===== src/rtl/i2s_dac_tx.sv =====
// I2S slave transmitter: serializes held stereo sample pairs onto the codec DAC data line,
// following codec-driven BCLK/DACLRCK that are synchronized into the system clock domain.
module i2s_dac_tx #(
  parameter int DATA_W     = 16,
  parameter int UNDERRUN_W = 8
) (
  input  logic                  clk,
  input  logic                  reset,
  input  logic                  aud_bclk,
  input  logic                  aud_daclrck,
  input  logic [DATA_W-1:0]     left_sample,
  input  logic [DATA_W-1:0]     right_sample,
  input  logic                  sample_valid,
  output logic                  sample_ready,
  output logic                  aud_dacdat,
  output logic                  frame_start,
  output logic [UNDERRUN_W-1:0] underrun_count
);

  localparam int CNT_W = $clog2(DATA_W + 1);
  localparam logic [CNT_W-1:0] CNT_DONE = CNT_W'(DATA_W);

  logic                  bclk_meta_q, bclk_sync_q, bclk_prev_q;
  logic                  lrck_meta_q, lrck_sync_q;
  logic                  lr_prev_q, lr_prev_d;
  logic                  lr_seen_q, lr_seen_d;
  logic [DATA_W-1:0]     hold_l_q, hold_l_d, hold_r_q, hold_r_d;
  logic                  hold_full_q, hold_full_d;
  logic [DATA_W-1:0]     frame_l_q, frame_l_d, frame_r_q, frame_r_d;
  logic [DATA_W-1:0]     shift_q, shift_d;
  logic [CNT_W-1:0]      bit_cnt_q, bit_cnt_d;
  logic                  dacdat_q, dacdat_d;
  logic                  frame_start_q, frame_start_d;
  logic [UNDERRUN_W-1:0] underrun_q, underrun_d;

  logic fe, lr_fall, lr_rise, accept;

  // Handshake: a pair transfers on any clk edge where sample_valid && sample_ready;
  // sample_ready is simply "holding register empty" and does not depend on sample_valid.
  assign accept  = sample_valid & ~hold_full_q;
  assign fe      = bclk_prev_q & ~bclk_sync_q;
  // lr_seen_q gates edge detection until the first fe has seeded lr_prev_q.
  assign lr_fall = fe & lr_seen_q & lr_prev_q & ~lrck_sync_q;
  assign lr_rise = fe & lr_seen_q & ~lr_prev_q & lrck_sync_q;

  assign sample_ready   = ~hold_full_q;
  assign aud_dacdat     = dacdat_q;
  assign frame_start    = frame_start_q;
  assign underrun_count = underrun_q;

  always_comb begin
    lr_prev_d     = lr_prev_q;
    lr_seen_d     = lr_seen_q;
    hold_l_d      = hold_l_q;
    hold_r_d      = hold_r_q;
    hold_full_d   = hold_full_q;
    frame_l_d     = frame_l_q;
    frame_r_d     = frame_r_q;
    shift_d       = shift_q;
    bit_cnt_d     = bit_cnt_q;
    dacdat_d      = dacdat_q;
    frame_start_d = lr_fall;
    underrun_d    = underrun_q;

    if (fe) begin
      lr_prev_d = lrck_sync_q;
      lr_seen_d = 1'b1;
    end

    if (accept) begin
      hold_l_d    = left_sample;
      hold_r_d    = right_sample;
      hold_full_d = 1'b1;
    end

    if (lr_fall) begin
      if (hold_full_q) begin
        frame_l_d   = hold_l_q;
        frame_r_d   = hold_r_q;
        hold_full_d = 1'b0;
        shift_d     = hold_l_q;
      end else begin
        shift_d = frame_l_q;
        if (underrun_q != '1) underrun_d = underrun_q + 1'b1;
      end
      bit_cnt_d = '0;
      dacdat_d  = 1'b0;
    end else if (lr_rise) begin
      shift_d   = frame_r_q;
      bit_cnt_d = '0;
      dacdat_d  = 1'b0;
    end else if (fe) begin
      if (bit_cnt_q < CNT_DONE) begin
        dacdat_d  = shift_q[DATA_W-1];
        shift_d   = {shift_q[DATA_W-2:0], 1'b0};
        bit_cnt_d = bit_cnt_q + 1'b1;
      end else begin
        dacdat_d = 1'b0;
      end
    end
  end

  always_ff @(posedge clk or negedge reset) begin
    if (!reset) begin
      bclk_meta_q   <= 1'b0;
      bclk_sync_q   <= 1'b0;
      bclk_prev_q   <= 1'b0;
      lrck_meta_q   <= 1'b0;
      lrck_sync_q   <= 1'b0;
      lr_prev_q     <= 1'b0;
      lr_seen_q     <= 1'b0;
      hold_l_q      <= '0;
      hold_r_q      <= '0;
      hold_full_q   <= 1'b0;
      frame_l_q     <= '0;
      frame_r_q     <= '0;
      shift_q       <= '0;
      bit_cnt_q     <= CNT_DONE;
      dacdat_q      <= 1'b0;
      frame_start_q <= 1'b0;
      underrun_q    <= '0;
    end else begin
      bclk_meta_q   <= aud_bclk;
      bclk_sync_q   <= bclk_meta_q;
      bclk_prev_q   <= bclk_sync_q;
      lrck_meta_q   <= aud_daclrck;
      lrck_sync_q   <= lrck_meta_q;
      lr_prev_q     <= lr_prev_d;
      lr_seen_q     <= lr_seen_d;
      hold_l_q      <= hold_l_d;
      hold_r_q      <= hold_r_d;
      hold_full_q   <= hold_full_d;
      frame_l_q     <= frame_l_d;
      frame_r_q     <= frame_r_d;
      shift_q       <= shift_d;
      bit_cnt_q     <= bit_cnt_d;
      dacdat_q      <= dacdat_d;
      frame_start_q <= frame_start_d;
      underrun_q    <= underrun_d;
    end
  end

endmodule

===== config.mk =====
export PLATFORM = sky130hd
export DESIGN_NAME = i2s_dac_tx
export DESIGN_NICKNAME = d
export VERILOG_FILES = /design/src/rtl/i2s_dac_tx.sv
export SDC_FILE = /design/constraint.sdc
export NUM_CORES = 1
export LEC_CHECK = 0
export CORE_MARGIN = 1.5
export CORE_UTILIZATION = 40
export CTS_BUF_LIST = sky130_fd_sc_hd__clkbuf_4 sky130_fd_sc_hd__clkbuf_8
export DETAILED_ROUTE_END_ITERATION = 8
export SLEW_MARGIN = 20
export SYNTH_ARGS = -nofsm -noshare
export SYNTH_HDL_FRONTEND = slang
export SYNTH_SLANG_ARGS = --single-unit

===== constraint.sdc =====
create_clock -name clk -period 1.4 [get_ports clk]
set_input_delay 0.21 -clock clk [delete_from_list [all_inputs] [get_ports clk]]
set_output_delay 0.21 -clock clk [all_outputs]
set_load 0.01 [all_outputs]

==> out/qor.txt <==
Final setup margin: -159.9 ps
Drt first pass iters: 4
Hold slack final: 278.4 ps
Clock root cell: clkbuf_8
Largest net degree at the start of global routing: 33
Mapped Cells: 311
Post-Synth Adder-Cell Area: 0.5602%
Power Density: 1457 nW/um^2
RR Startpoint: hold_full_q
H-tree Lvls: 3
Final setup violation count: 92
Crit Path Max Fanout: 3
Max Root-Sink Buffers: 2
WS Path Type: reg2reg
Synth area leader: dfrtp_1
Slowest CP cell: dfrtp_1
Port buffer count: 47
Total core area: 10840 um^2
Hold Path Origin: aud_bclk
Worst Path Arrival: 1820 ps
Total chip power: 0.008756 W
Via count: 2766
Worst hold stages: 1
Remaining global-route overflow: 0
Crit. path cell count: 5
Sink Count: 103
Die area: 11810 um^2
Chip height: 108.7 um
Setup_tns: -6631 ps
Crit. End Element: flip-flop
Failing checks: negative setup slack
Reg clk slew, reported paths: 90 ps
Syn avg cell area: 14.36 um^2
DRT iter0 DRCs: 101
Overall Global Routing Usage: 16.20%
Reg2reg setup slack: -160 ps
Final Critical Period: 1560 ps
Worst Setup SP: hold_full_q
Antenna violations before repair: 0
Startpoint types: flip-flop
Worst path max stage delay: 390 ps
Post-route ant nets: 0
DIE WIDTH: 108.7 um
Gp weighted congestion: 0.7515
Multiplexer share of the synthesized area: 25.77%
Rows: 38
Post-Syn Area: 4467 um^2
Number of CTS-inserted buffers: 9
Max_cap viols: 0
Yosys reg bits: 103
DR vias/cell: 5.047
Max Clk Rate: 641.1 MHz
CP Buf/Inv Count: 1
TritonCTS clock tree: built
Ratio of cells with drive above 1 in the final layout: 42.65%
HP Class: in2reg
Sequential share of the synthesized area: 57.73%
Slew Limit Headroom: 69.81%
Synth top area cells: dfrtp_1 57%, mux2_4 9.7%, mux2_2 8.6%
Io pins: 48
Yosys warns: 0
Simple-gate area share of the yosys netlist: 6.303%
Reg2reg path depth: 5
CP delay by family, top: simple AND/OR/NAND/NOR gates
Library cells used by synthesis: 39
Detailed-route wire length per cell: 16.14 um
Area Overhead vs Synth: 34.57%
Status: finished, violations left
Worst-margin pin slew: 452.9 ps
Tcrit/Tclk final: 111.4%
CP endpoint: underrun_count[4]
Residual DRC: 0
RSZ-0062 raised after global routing: yes
Vias in the first global route: 2843
Post-layout net count: 442
First-pass GRT wire length: 14.47 mm
Endpoints failing hold: 0
Worst Skew: 11.66 ps
Initial core utilization: 41.20%
Routed wire length: 8.844 mm
Synth Area in Compound Gates: 4.678%
Peak VDD IR: 583.9 uV
HPWL after DPL: 5.664 mm
Lkg Pwr: 2.954 nW
CP Data Required Time: 1660 ps
Post-Syn Nets: 350
Utilization after layout: 55.45%
Worst path cell trace: buf_6, nor4b_4, o211ai_2, or3_4, xnor2_1
Clock latency on the worst-skew pair: 370 ps
XOR/XNOR Fraction of Synth Area: 2.157%
End of the worst register-to-register path: underrun_count[4]
Number of diodes: 0
Synth top area share: 57.14%
Largest family of logic cells by synthesized area: multiplexers
Slew Limit Fails: 0
worst reg2reg max path, cell delays in order (launching register included):
cell,delay (ps)
dfrtp_1,390
buf_6,120
nor4b_4,290
o211ai_2,170
or3_4,360
xnor2_1,130
cells by family (layout without fill, tap and decap cells):
group           after synthesis  in the layout
simple gates                 53             53
compound gates               25             25
buf+inv                      21            118
fa+ha+maj                     2              2
xor+xnor                     11             11
flops                       103            103
mux                          96             96
Yosys cell counts:
cell	count
dfrtp_1	102
mux2_2	34
mux2i_1	31
mux2_4	29
nand2_1	25
o221ai_1	16
buf_2	7
nor2_1	7
xor2_1	7
buf_6	4
inv_1	4
xnor2_1	4
clkbuf_1	3
nand2b_1	3
nand3_1	3
nor3_1	3
buf_4	2
ha_1	2
mux2_1	2
nand4_1	2
nor2b_1	2
o21ai_0	2
a21boi_0	1
a21oi_1	1
a31oi_2	1
a41oi_1	1
and2_2	1
and3_1	1
dfstp_2	1
inv_2	1
nand2_4	1
nand3b_4	1
nand4b_1	1
nor3b_2	1
nor4b_2	1
o211ai_2	1
o21a_1	1
o21ai_1	1
or3_1	1
through the flow:
stage          setup WS, ps  cells  area, um^2
3_3_place_gp         -175.5    517        5369
5_1_grt              -266.6    548        6011
2_1_floorplan        -109.7    311        4474
3_5_place_dp         -198.7    517        5369
6_report             -159.9    548        6011
4_1_cts              -139.5    543        5778
where the power goes:
group	internal, W	leakage [nW]	switching (W)
Combinational	0.00146	1.59	0.000755
Clock	0.000867	0.0964	0.000994
Sequential	0.00399	1.27	0.000690
metal layers:
layer | track usage [%] | part of all wire [%]
met2 | 25.11 | 48
met4 | 7.331 | 1.4
met5 | 0 | 0
met3 | 2.989 | 3.4
met1 | 22.18 | 47
final cells by class:
cell class / count / area (um^2)
clock buffer: 11 / 138.9
tap: 140 / 175.2
fill: 936 / 4830
clock inverter: 5 / 58.81
sequential: 103 / 2579
timing repair buffer: 97 / 1035
inverter: 5 / 21.27
multi-input combinational: 187 / 2003
sequential cells by signal, summed over array words and instances, names as in the netlist:
| signal | cells |
|---|---|
| bclk_prev_q | 1 |
| hold_l_q | 16 |
| shift_q | 16 |
| frame_l_q | 16 |
| lr_seen_q | 1 |
| bclk_meta_q | 1 |
| frame_r_q | 16 |
| underrun_count | 8 |
| hold_full_q | 1 |
| bclk_sync_q | 1 |
| lrck_meta_q | 1 |
| lrck_sync_q | 1 |
| frame_start | 1 |
| lr_prev_q | 1 |
| hold_r_q | 16 |
| aud_dacdat | 1 |
| bit_cnt_q | 5 |
how the worst min path moves through the flow:
stage	to	slack (ps)
finish	bclk_meta_q	280
global route	bclk_meta_q	250
CTS	bclk_meta_q	260
detailed placement	lrck_meta_q	190
global placement	lrck_meta_q	180
floorplan	aud_dacdat	-90
what timing repair did:
item / 4_1_cts / 5_1_grt
cloned: 1 / 3
hold endpoints to repair: 27 / 0
buffers inserted: 8 / 2
pin swaps: 13 / 11
gates resized for setup: 42 / 35
hold buffers: 1 / 0
setup endpoints to repair: 99 / 96
cell usage in the layout, fill, tap and decap left out, types with 6 or more instances in the layout:
cell	n
buf_12	8
mux2_4	29
clkdlybuf4s50_1	35
dfrtp_1	102
xor2_1	6
nand2_1	17
buf_6	8
buf_4	30
o221ai_2	12
mux2i_1	29
clkbuf_8	9
mux2_2	34
(Power assumes the default switching activity.)
